==> config.mk <==
export PLATFORM = sky130hd
export DESIGN_NAME = uart_tx
export DESIGN_NICKNAME = d
export VERILOG_FILES = /design/src/rtl/uart_tx.sv
export SDC_FILE = /design/constraint.sdc
export NUM_CORES = 1
export LEC_CHECK = 0
export CORE_UTILIZATION = 35
export CTS_CLUSTER_DIAMETER = 100
export DETAILED_ROUTE_END_ITERATION = 12
export GPL_TIMING_DRIVEN = 0
export PLACE_DENSITY_LB_ADDON = 0.05
export SLEW_MARGIN = 30
export SYNTH_ARGS = -nofsm -noshare
export SYNTH_HDL_FRONTEND = slang
export SYNTH_SLANG_ARGS = --single-unit
==> constraint.sdc <==
create_clock -name clk -period 3.5 [get_ports clk]
set_input_delay 0.7 -clock clk [delete_from_list [all_inputs] [get_ports clk]]
set_output_delay 0.7 -clock clk [all_outputs]
set_load 0.01 [all_outputs]
==> src/rtl/uart_tx.sv <==
// uart_tx: byte-wide transmit FIFO feeding an 8-bit, LSB-first UART serialiser.
// Frame: start(0), d0..d7, [even parity], stop(1); each bit CLKS_PER_BIT clocks.
// Optional feature: define UART_TX_PARITY_EN to insert the even-parity bit
// (11-bit frame). Without it the PARITY state does not exist (10-bit frame).
// Reset: resetb, synchronous, active low.
module uart_tx #(
    parameter int CLKS_PER_BIT = 16,
    parameter int FIFO_DEPTH   = 4
) (
    input  logic                        clk,
    input  logic                        resetb,
    input  logic [7:0]                  data_i,
    input  logic                        valid_i,
    output logic                        ready_o,
    output logic                        tx_o,
    output logic                        busy_o,
    output logic [$clog2(FIFO_DEPTH):0] fifo_count_o
);

    localparam int PTR_W = $clog2(FIFO_DEPTH);
    localparam int CNT_W = PTR_W + 1;
    localparam int CTR_W = $clog2(CLKS_PER_BIT);

    localparam logic [CTR_W-1:0] BIT_LAST = CTR_W'(CLKS_PER_BIT - 1);
    localparam logic [CNT_W-1:0] DEPTH_C  = CNT_W'(FIFO_DEPTH);

    typedef enum logic [2:0] {
        IDLE   = 3'd0,
        START  = 3'd1,
        DATA   = 3'd2,
`ifdef UART_TX_PARITY_EN
        PARITY = 3'd3,
`endif
        STOP   = 3'd4
    } state_e;

    state_e             state_q, state_d;
    logic [CTR_W-1:0]   cnt_q, cnt_d;
    logic [2:0]         bit_idx_q, bit_idx_d;
    logic [7:0]         data_q, data_d;
    logic               tx_q, tx_d;
    logic [PTR_W-1:0]   wr_ptr_q, wr_ptr_d;
    logic [PTR_W-1:0]   rd_ptr_q, rd_ptr_d;
    logic [CNT_W-1:0]   fifo_count_q, fifo_count_d;
    logic [7:0]         fifo_mem_q [FIFO_DEPTH];

    logic               bit_done;
    logic               fifo_empty;
    logic               push;
    logic               pop;
    logic [2:0]         bit_next;
    logic [7:0]         fifo_head;

    assign bit_done   = (cnt_q == BIT_LAST);
    assign fifo_empty = (fifo_count_q == '0);
    assign ready_o    = (fifo_count_q < DEPTH_C);
    assign push       = valid_i && ready_o;
    assign bit_next   = bit_idx_q + 3'd1;
    assign fifo_head  = fifo_mem_q[rd_ptr_q];

    assign tx_o         = tx_q;
    assign busy_o       = (state_q != IDLE) || !fifo_empty;
    assign fifo_count_o = fifo_count_q;

    // State register: all control flops, synchronously cleared by resetb.
    always_ff @(posedge clk) begin
        // NOTE: sequential state uses non-blocking (<=) so every flop samples pre-edge values.
        if (!resetb) begin
            state_q      <= IDLE;
            cnt_q        <= '0;
            bit_idx_q    <= '0;
            data_q       <= '0;
            tx_q         <= 1'b1;
            wr_ptr_q     <= '0;
            rd_ptr_q     <= '0;
            fifo_count_q <= '0;
        end else begin
            state_q      <= state_d;
            cnt_q        <= cnt_d;
            bit_idx_q    <= bit_idx_d;
            data_q       <= data_d;
            tx_q         <= tx_d;
            wr_ptr_q     <= wr_ptr_d;
            rd_ptr_q     <= rd_ptr_d;
            fifo_count_q <= fifo_count_d;
        end
    end

    // FIFO storage: written on an accepted push.
    always_ff @(posedge clk) begin
        // NOTE: storage is not reset; the count and pointers alone define which entries are valid.
        if (resetb && push) begin
            fifo_mem_q[wr_ptr_q] <= data_i;
        end
    end

    // Next-state logic: frame sequencing, START re-entered from STOP for back-to-back frames.
    always_comb begin
        // NOTE: every combinational output gets a default first, so no path infers a latch.
        state_d = state_q;
        case (state_q)
            IDLE:   if (!fifo_empty) state_d = START;
            START:  if (bit_done) state_d = DATA;
            DATA: begin
                if (bit_done && (bit_idx_q == 3'd7)) begin
`ifdef UART_TX_PARITY_EN
                    state_d = PARITY;
`else
                    state_d = STOP;
`endif
                end
            end
`ifdef UART_TX_PARITY_EN
            PARITY: if (bit_done) state_d = STOP;
`endif
            STOP:   if (bit_done) state_d = fifo_empty ? IDLE : START;
            default: state_d = IDLE;
        endcase
    end

    // Output/datapath logic: bit timing, line level, FIFO pop/push bookkeeping.
    always_comb begin
        pop       = (state_d == START) && ((state_q == IDLE) || (state_q == STOP));
        cnt_d     = (state_q == IDLE || bit_done) ? '0 : cnt_q + CTR_W'(1);
        bit_idx_d = bit_idx_q;
        data_d    = data_q;
        tx_d      = tx_q;

        case (state_q)
            IDLE: begin
                tx_d      = 1'b1;
                bit_idx_d = '0;
            end
            START: begin
                if (bit_done) begin
                    tx_d      = data_q[0];
                    bit_idx_d = '0;
                end
            end
            DATA: begin
                if (bit_done) begin
                    if (bit_idx_q == 3'd7) begin
                        bit_idx_d = '0;
`ifdef UART_TX_PARITY_EN
                        tx_d = ^data_q;
`else
                        tx_d = 1'b1;
`endif
                    end else begin
                        bit_idx_d = bit_next;
                        tx_d      = data_q[bit_next];
                    end
                end
            end
`ifdef UART_TX_PARITY_EN
            PARITY: if (bit_done) tx_d = 1'b1;
`endif
            STOP: if (bit_done) tx_d = 1'b1;
            default: tx_d = 1'b1;
        endcase

        // A pop loads the head byte and starts the start bit on the same edge.
        if (pop) begin
            data_d = fifo_head;
            tx_d   = 1'b0;
        end

        wr_ptr_d = push ? wr_ptr_q + PTR_W'(1) : wr_ptr_q;
        rd_ptr_d = pop  ? rd_ptr_q + PTR_W'(1) : rd_ptr_q;
        case ({push, pop})
            2'b10:   fifo_count_d = fifo_count_q + CNT_W'(1);
            2'b01:   fifo_count_d = fifo_count_q - CNT_W'(1);
            default: fifo_count_d = fifo_count_q;
        endcase
    end

endmodule
==> out/qor.tcl, run 1 <==
set qor(gp_congestion) 0.7445
set qor(wl_per_cell_um) 15.25
set qor(antenna_violating_nets_post_route) 0
set qor(cts_hold_buffers) 0
set qor(synth_top_cell_by_area) {edfxtp_1}
set qor(placement_rows) 30
set qor(buffer_ports.inserted) 16
set qor(global_route_wire_length_before_repair_mm) 7.872
set qor(flop_and_latch_count_out_of_synthesis) 58
set qor(finalSetupTns_ns) 0
set qor(setup_repair_after_global_routing_missed_its_margin) {no}
set qor(report.final.slew_viol_count) 0
set qor(clkSinkCount) 58
set qor(number_of_antenna_violations_at_the_first_check_in_global_routing) 0
set qor(r2r_cells) 10
set qor(synth-seq-area-share) 0.5815
set qor(timing.final.hold_violations) 0
set qor(status) {complete, no violations}
set qor(post_route_cells_drive_above_1_share) 0.1535
set qor(cellLeakagePower_nw) 1.076
set qor(initial_core_util) 0.3688
set qor(post-route-period-util) 0.7863
set qor(pin_count_of_the_biggest_net_entering_global_routing) 11
set qor(r2r-start) {cnt_q[0]}
set qor(cts_inserted_buffers) 9
set qor(critical_path.endpoint_type) {flop}
set qor(die-area_um2) 7624
set qor(cts_root_buf) {clkbuf_8}
set qor(syn_area_per_cell_um2) 13.92
set qor(worst_clock_skew_ns) 0.003397
set qor(grt_util_all_layers) 0.1458
set qor(worst_slew_slack_as_a_fraction_of_its_limit) 0.6086
set qor(critical_path.endpoint) {fifo_count_o[2]}
set qor(worstPathMaxFanout) 10
set qor(worst-endpoint-required_ns) 3.76
set qor(cap_viol_max_count) 0
set qor(post_synth_inst_count) 183
set qor(tritoncts) {built}
set qor(drcViolationCount) 0
set qor(routed-via-count) 1490
set qor(holdPathStages) 1
set qor(viasPerCell) 4.791
set qor(yosys_warnings) 0
set qor(critical_path_s_slowest_cell) {a2111oi_4}
set qor(hpwl_mm) 3.242
set qor(clk_latency_ns) 0.33
set qor(cts_setup_buffers) 0
set qor(cts_htree_levels) 3
set qor(placement.setup.worst_slack_ns) 0.6947
set qor(min-delay-path-class) {reg2reg}
set qor(cts.path.max_buffers) 2
set qor(worst_setup_path_startpoint) {cnt_q[0]}
set qor(core_area_um2) 6907
set qor(drt_pre_antenna_iters) 4
set qor(initialDrtViolationCount) 58
set qor(timing.final.crit_period_ns) 2.752
set qor(worst_ir_drop_vdd_v) 0.0002473
set qor(cpPeakStageDelay_ns) 0.46
set qor(postRouteWirelength_mm) 4.744
set qor(slew_at_the_pin_closest_to_its_max_slew_limit_ns) 0.5817
set qor(post_synth_main_area_contributors) {edfxtp_1 38%, dfxtp_1 20%, mux4_2 8.8%}
set qor(r2r_slack_ns) 0.75
set qor(io_pins) 17
set qor(antennaDiodeCount) 0
set qor(critical_path_start_type) {flop}
set qor(cts.repair.resized) 0
set qor(clock.fmax_ghz) 0.3634
set qor(die_h_um) 87.32
set qor(syn-cell-area_um2) 2547
set qor(area_growth_syn_to_layout_pct) 19.20
set qor(synth.net_count) 203
set qor(crit_top_cell) {ha_1}
set qor(timing.final.ws_setup_ns) 0.7479
set qor(critical_setup_path_class) {reg2reg}
set qor(clk_transition_reported_paths_ns) 0.07
set qor(fillCellCount) 648
set qor(yosysUniqueCellTypes) 44
set qor(critical_path_arrival_ns) 3.01
set qor(worstReg2RegEnd) {fifo_count_o[2]}
set qor(remaining_overflow_grt) 0
set qor(powerDensity_nw_per_um2) 725.8
set qor(num-nets-final) 230
set qor(number_of_global_route_vias_before_repair) 1587
set qor(final_cell_mix) {32 x edfxtp_1, 26 x dfxtp_1, 16 x clkdlybuf4s50_1, 12 x mux2i_1}
set qor(synthDominantCellAreaShare) 0.3772
set qor(die_w_um) 87.32
set qor(final_common_cell) {edfxtp_1}
set qor(finalSetupViolations) 0
set qor(worstPathCellList) {ha_1, nand3_4, a2111oi_4, buf_6, ha_1, inv_1, fa_1, xor2_1, or3_1, a21boi_0}
## area by class of cell
type                    instances  area, µm²  share of cell area
clock buffers                  10      127.6             0.04203
inverters                       8      30.03            0.009889
flip-flops and latches         58       1481              0.4878
multi-input cells             106      964.7              0.3177
plain buffers                  11      71.32             0.02349
repair buffers                 16      160.2             0.05274
well taps                      96      120.1             0.03955
clock inverters                 6      81.33             0.02678
## Yosys cell counts, drive strengths merged
| master | count |
|---|---|
| nor2b | 10 |
| buf | 4 |
| nor3b | 1 |
| a211oi | 1 |
| ha | 8 |
| a32o | 1 |
| nand3 | 3 |
| or3 | 1 |
| clkbuf | 7 |
| nand2 | 9 |
| a2111oi | 1 |
| inv | 8 |
| and3 | 6 |
| xnor2 | 4 |
| and2 | 4 |
| a221oi | 1 |
| or2b | 1 |
| a21o | 1 |
| mux2i | 12 |
| dfxtp | 26 |
| nand4b | 1 |
| fa | 1 |
| o2111ai | 1 |
| a21boi | 2 |
| xor2 | 3 |
| edfxtp | 32 |
| nor3 | 2 |
| o211ai | 1 |
| maj3 | 1 |
| and3b | 1 |
| and4 | 1 |
| nand3b | 1 |
| nand4 | 1 |
| nor4 | 2 |
| a21oi | 2 |
| nor2 | 7 |
| o21ai | 4 |
| a31oi | 1 |
| mux4 | 10 |
## how the worst min path moves through the flow
stage	startpoint	end
2_1_floorplan	cnt_q[0]	cnt_q[0]
3_3_place_gp	cnt_q[0]	cnt_q[0]
3_5_place_dp	cnt_q[0]	cnt_q[0]
4_1_cts	cnt_q[0]	cnt_q[0]
5_1_grt	cnt_q[0]	cnt_q[0]
6_report	cnt_q[0]	cnt_q[0]
## worst max-delay path: cells and delay by family (launching register included)
family / cells / cell delay (ns)
and+or+nand+nor: 2 / 0.43
xor gates and xnor gates: 1 / 0.15
buffers and inverters: 2 / 0.29
adders and majority gates: 3 / 0.83
DFF: 1 / 0.35
AOI/OAI and AO/OA: 2 / 0.62
## stage by stage
step / instance area, µm² / utilization / power [mW] / hold slack, ns / instances
after global placement: 2828 / 0.4094 / 1.540 / 0.4329 / 295
after CTS: 3037 / 0.4397 / 2.235 / 0.4568 / 311
after detailed placement: 2828 / 0.4094 / 1.571 / 0.4476 / 295
final: 3037 / 0.4397 / 2.204 / 0.4486 / 311
after floorplan: 2547 / - / 1.373 / 0.4176 / 183
after global routing: 3037 / 0.4397 / 2.336 / 0.4832 / 311
## kinds of logic after synthesis
| group | Yosys count | share of synthesized area |
|---|---|---|
| AOI/OAI and AO/OA | 16 | 0.05060 |
| DFF | 58 | 0.5815 |
| muxes | 22 | 0.1356 |
| adders and majority gates | 10 | 0.05108 |
| buffers and inverters | 19 | 0.03978 |
| and+or+nand+nor | 51 | 0.1174 |
| xor gates and xnor gates | 7 | 0.02407 |
## power by group
part           internal, mW  switching, mW
Combinational         0.352          0.316
Sequential            0.818         0.0625
Clock                 0.396          0.261
Total                  1.56          0.639
## registers in the layout, summed over array words and instances (netlist names)
signal        count
state_q           3
wr_ptr_q          2
rd_ptr_q          2
fifo_mem_q       32
bit_idx_q         3
fifo_count_o      3
cnt_q             4
data_q            8
tx_o              1
## layer usage
metal / vias to the layer above / wire length [µm] / track usage
met2: 30 / 2401 / 0.2464
met5: - / 0 / 0
met3: 11 / 200 / 0.04265
li1: 722 / - / -
met4: 0 / 106 / 0.09240
met1: 727 / 2035 / 0.1603
No activity file was read; power rests on OpenSTA's default activity.
==> inputs of run 2 (changes only) <==
==> constraint.sdc (replaced) <==
create_clock -name clk -period 2.3 [get_ports clk]
set_input_delay 0.46 -clock clk [delete_from_list [all_inputs] [get_ports clk]]
set_output_delay 0.46 -clock clk [all_outputs]
set_load 0.01 [all_outputs]
==> out/qor.tcl, run 2 (same netlist as run 1, synthesis figures left out) <==
set qor(drcViolationCount) 0 ;# unchanged
set qor(clk_transition_reported_paths_ns) 0.07 ;# about the same
set qor(clock.fmax_ghz) 0.4402
set qor(initial_core_util) 0.3688 ;# unchanged
set qor(hpwl_mm) 3.216 ;# -0.81%
set qor(timing.final.hold_violations) 0 ;# unchanged
set qor(critical_path_arrival_ns) 1.81 ;# -1.20 ns
set qor(critical_path_start_type) {flop}
set qor(instances_no_fill) 317 ;# +1.9%
set qor(powerDensity_nw_per_um2) 1125 ;# +55%
set qor(setup_repair_after_global_routing_missed_its_margin) {yes}
set qor(r2r_slack_ns) 0.08 ;# -0.67 ns
set qor(max_flop_register) {fifo_mem_q}
set qor(timing.final.crit_period_ns) 2.272
set qor(worst_setup_path_startpoint) {state_q[2]}
set qor(buffer_ports.inserted) 16 ;# unchanged
set qor(r2r_cells) 10 ;# unchanged
set qor(clkSinkCount) 58 ;# unchanged
set qor(critical_path.endpoint) {busy_o}
set qor(num-nets-final) 236 ;# +2.6%
set qor(cts_hold_buffers) 0 ;# unchanged
set qor(die-area_um2) 7624 ;# unchanged
set qor(cts.path.max_buffers) 2 ;# unchanged
set qor(post-route-period-util) 0.9876
set qor(clk_latency_ns) 0.34 ;# about the same
set qor(tritoncts) {built}
set qor(dp_cells) 295 ;# unchanged
set qor(finalSetupTns_ns) 0 ;# unchanged
set qor(routed-via-count) 1521 ;# +2.1%
set qor(cts_htree_levels) 3 ;# unchanged
set qor(worstReg2RegEnd) {fifo_count_o[2]}
set qor(worst_slew_slack_as_a_fraction_of_its_limit) 0.6359 ;# +0.02724
set qor(pin_count_of_the_biggest_net_entering_global_routing) 13 ;# +2
set qor(antenna_violating_nets_post_route) 0 ;# unchanged
set qor(post_route_cells_drive_above_1_share) 0.2262 ;# +0.07276
set qor(die_w_um) 87.32 ;# unchanged
set qor(placement_rows) 30 ;# unchanged
set qor(cap_viol_max_count) 0 ;# unchanged
set qor(die_h_um) 87.32 ;# unchanged
set qor(global_route_wire_length_before_repair_mm) 7.900 ;# +0.36%
set qor(design_area_um2) 3132 ;# +3.1%
set qor(placed_area_um2) 2859 ;# +1.1%
set qor(drt_pre_antenna_iters) 4 ;# unchanged
set qor(core_area_um2) 6907 ;# unchanged
set qor(io_pins) 17 ;# unchanged
set qor(report.final.slew_viol_count) 0 ;# unchanged
set qor(gp_congestion) 0.7982 ;# +7.2%
set qor(finalSetupViolations) 0 ;# unchanged
set qor(initialDrtViolationCount) 42 ;# -28%
set qor(final_common_cell) {edfxtp_1}
set qor(timing.final.ws_setup_ns) 0.02841 ;# -0.7195 ns
set qor(r2r-start) {cnt_q[0]}
set qor(min-delay-path-class) {reg2reg}
set qor(worst-endpoint-required_ns) 1.84 ;# -1.92 ns
set qor(placement.setup.worst_slack_ns) -0.1672 ;# -0.8619 ns
set qor(wl_per_cell_um) 15.34 ;# +0.57%
set qor(grt_util_all_layers) 0.1463 ;# +0.0004710
set qor(worst_ir_drop_vdd_v) 0.0004002 ;# +62%
set qor(antennaDiodeCount) 0 ;# unchanged
set qor(number_of_antenna_violations_at_the_first_check_in_global_routing) 0 ;# unchanged
set qor(largest_registers) {fifo_mem_q x32, data_q x8, cnt_q x4}
set qor(remaining_overflow_grt) 0 ;# unchanged
set qor(viasPerCell) 4.798 ;# +0.15%
set qor(slew_at_the_pin_closest_to_its_max_slew_limit_ns) 0.5412 ;# -0.04048 ns
set qor(critical_setup_path_class) {reg2out}
set qor(seq_area_um2) 1486 ;# +0.34%
set qor(critical_path.endpoint_type) {output pin}
set qor(final_cell_mix) {32 x edfxtp_1, 22 x dfxtp_1, 16 x clkdlybuf4s50_1, 12 x mux2i_1}
set qor(number_of_global_route_vias_before_repair) 1550 ;# -2.3%
set qor(multi_input_area_um2) 992.2 ;# +2.9%
set qor(cellLeakagePower_nw) 1.111 ;# +3.3%
set qor(status) {complete, no violations}
set qor(cts_root_buf) {clkbuf_8}
set qor(largest_register_ff_count) 32 ;# unchanged
set qor(worstPathMaxFanout) 10 ;# unchanged
set qor(area_growth_syn_to_layout_pct) 22.94
set qor(cts_inserted_buffers) 9 ;# unchanged
set qor(worst_clock_skew_ns) 0.005555 ;# +0.002158 ns
set qor(postRouteWirelength_mm) 4.863 ;# +2.5%
set qor(fillCellCount) 639 ;# -1.4%
[run 2: cell type report]
| type | instances | share of cell area |
|---|---|---|
| buffer | 11 | 0.02317 |
| clock buffer | 9 | 0.03955 |
| clock inverter | 7 | 0.03236 |
| inverter | 8 | 0.009589 |
| multi-input combinational | 106 | 0.3168 |
| sequential | 58 | 0.4746 |
| tap | 96 | 0.03835 |
| timing repair buffer | 22 | 0.06552 |
[run 2: metrics by stage]
step / hold slack (ns) / power, mW / utilization
4_1_cts: 0.4739 / 3.558 / 0.4522
6_report: 0.4701 / 3.524 / 0.4534
3_5_place_dp: 0.4371 / 2.433 / 0.4139
2_1_floorplan: 0.4190 / 2.124 / -
3_3_place_gp: 0.4311 / 2.385 / 0.4139
5_1_grt: 0.4926 / 3.738 / 0.4534
[run 2: how the worst min path moves through the flow]
stage | startpoint | endpoint | slack (ns) | depth (start not counted)
after global routing | bit_idx_q[1] | bit_idx_q[1] | 0.49 | 2
after global placement | cnt_q[0] | cnt_q[0] | 0.43 | 1
final | bit_idx_q[1] | bit_idx_q[1] | 0.47 | 2
after detailed placement | cnt_q[0] | cnt_q[0] | 0.44 | 1
after CTS | bit_idx_q[1] | bit_idx_q[1] | 0.47 | 2
after floorplan | cnt_q[0] | cnt_q[0] | 0.42 | 1
[run 2: worst max-delay path, stage by stage (launching register included)]
cell and delay (ns):
dfxtp_1 0.37, clkbuf_1 0.35, nor3_1 0.13, nand2_1 0.09, clkdlybuf4s50_1 0.53
[run 2: layer usage]
metal	global-route usage	up-vias	wire (µm)
met2	0.2536	40	2502
met1	0.1673	723	2019
met5	0	-	0
met3	0.03412	14	203
met4	0.07750	0	138
li1	-	744	-
[run 2: what timing repair did]
| item | 4_1_cts | 5_1_grt |
|---|---|---|
| resized for setup | 1 | 2 |
| setup endpoints to repair | 3 | 2 |
| setup buffers | 5 | 1 |
| pin swaps | 3 | 1 |
[run 2: power breakdown]
group / leakage, nW / internal, mW / switching (mW) / total (mW)
Sequential: 0.504 / 1.25 / 0.0953 / 1.34
Combinational: 0.501 / 0.617 / 0.502 / 1.12
Clock: 0.106 / 0.618 / 0.444 / 1.06
Total: 1.11 / 2.48 / 1.04 / 3.52
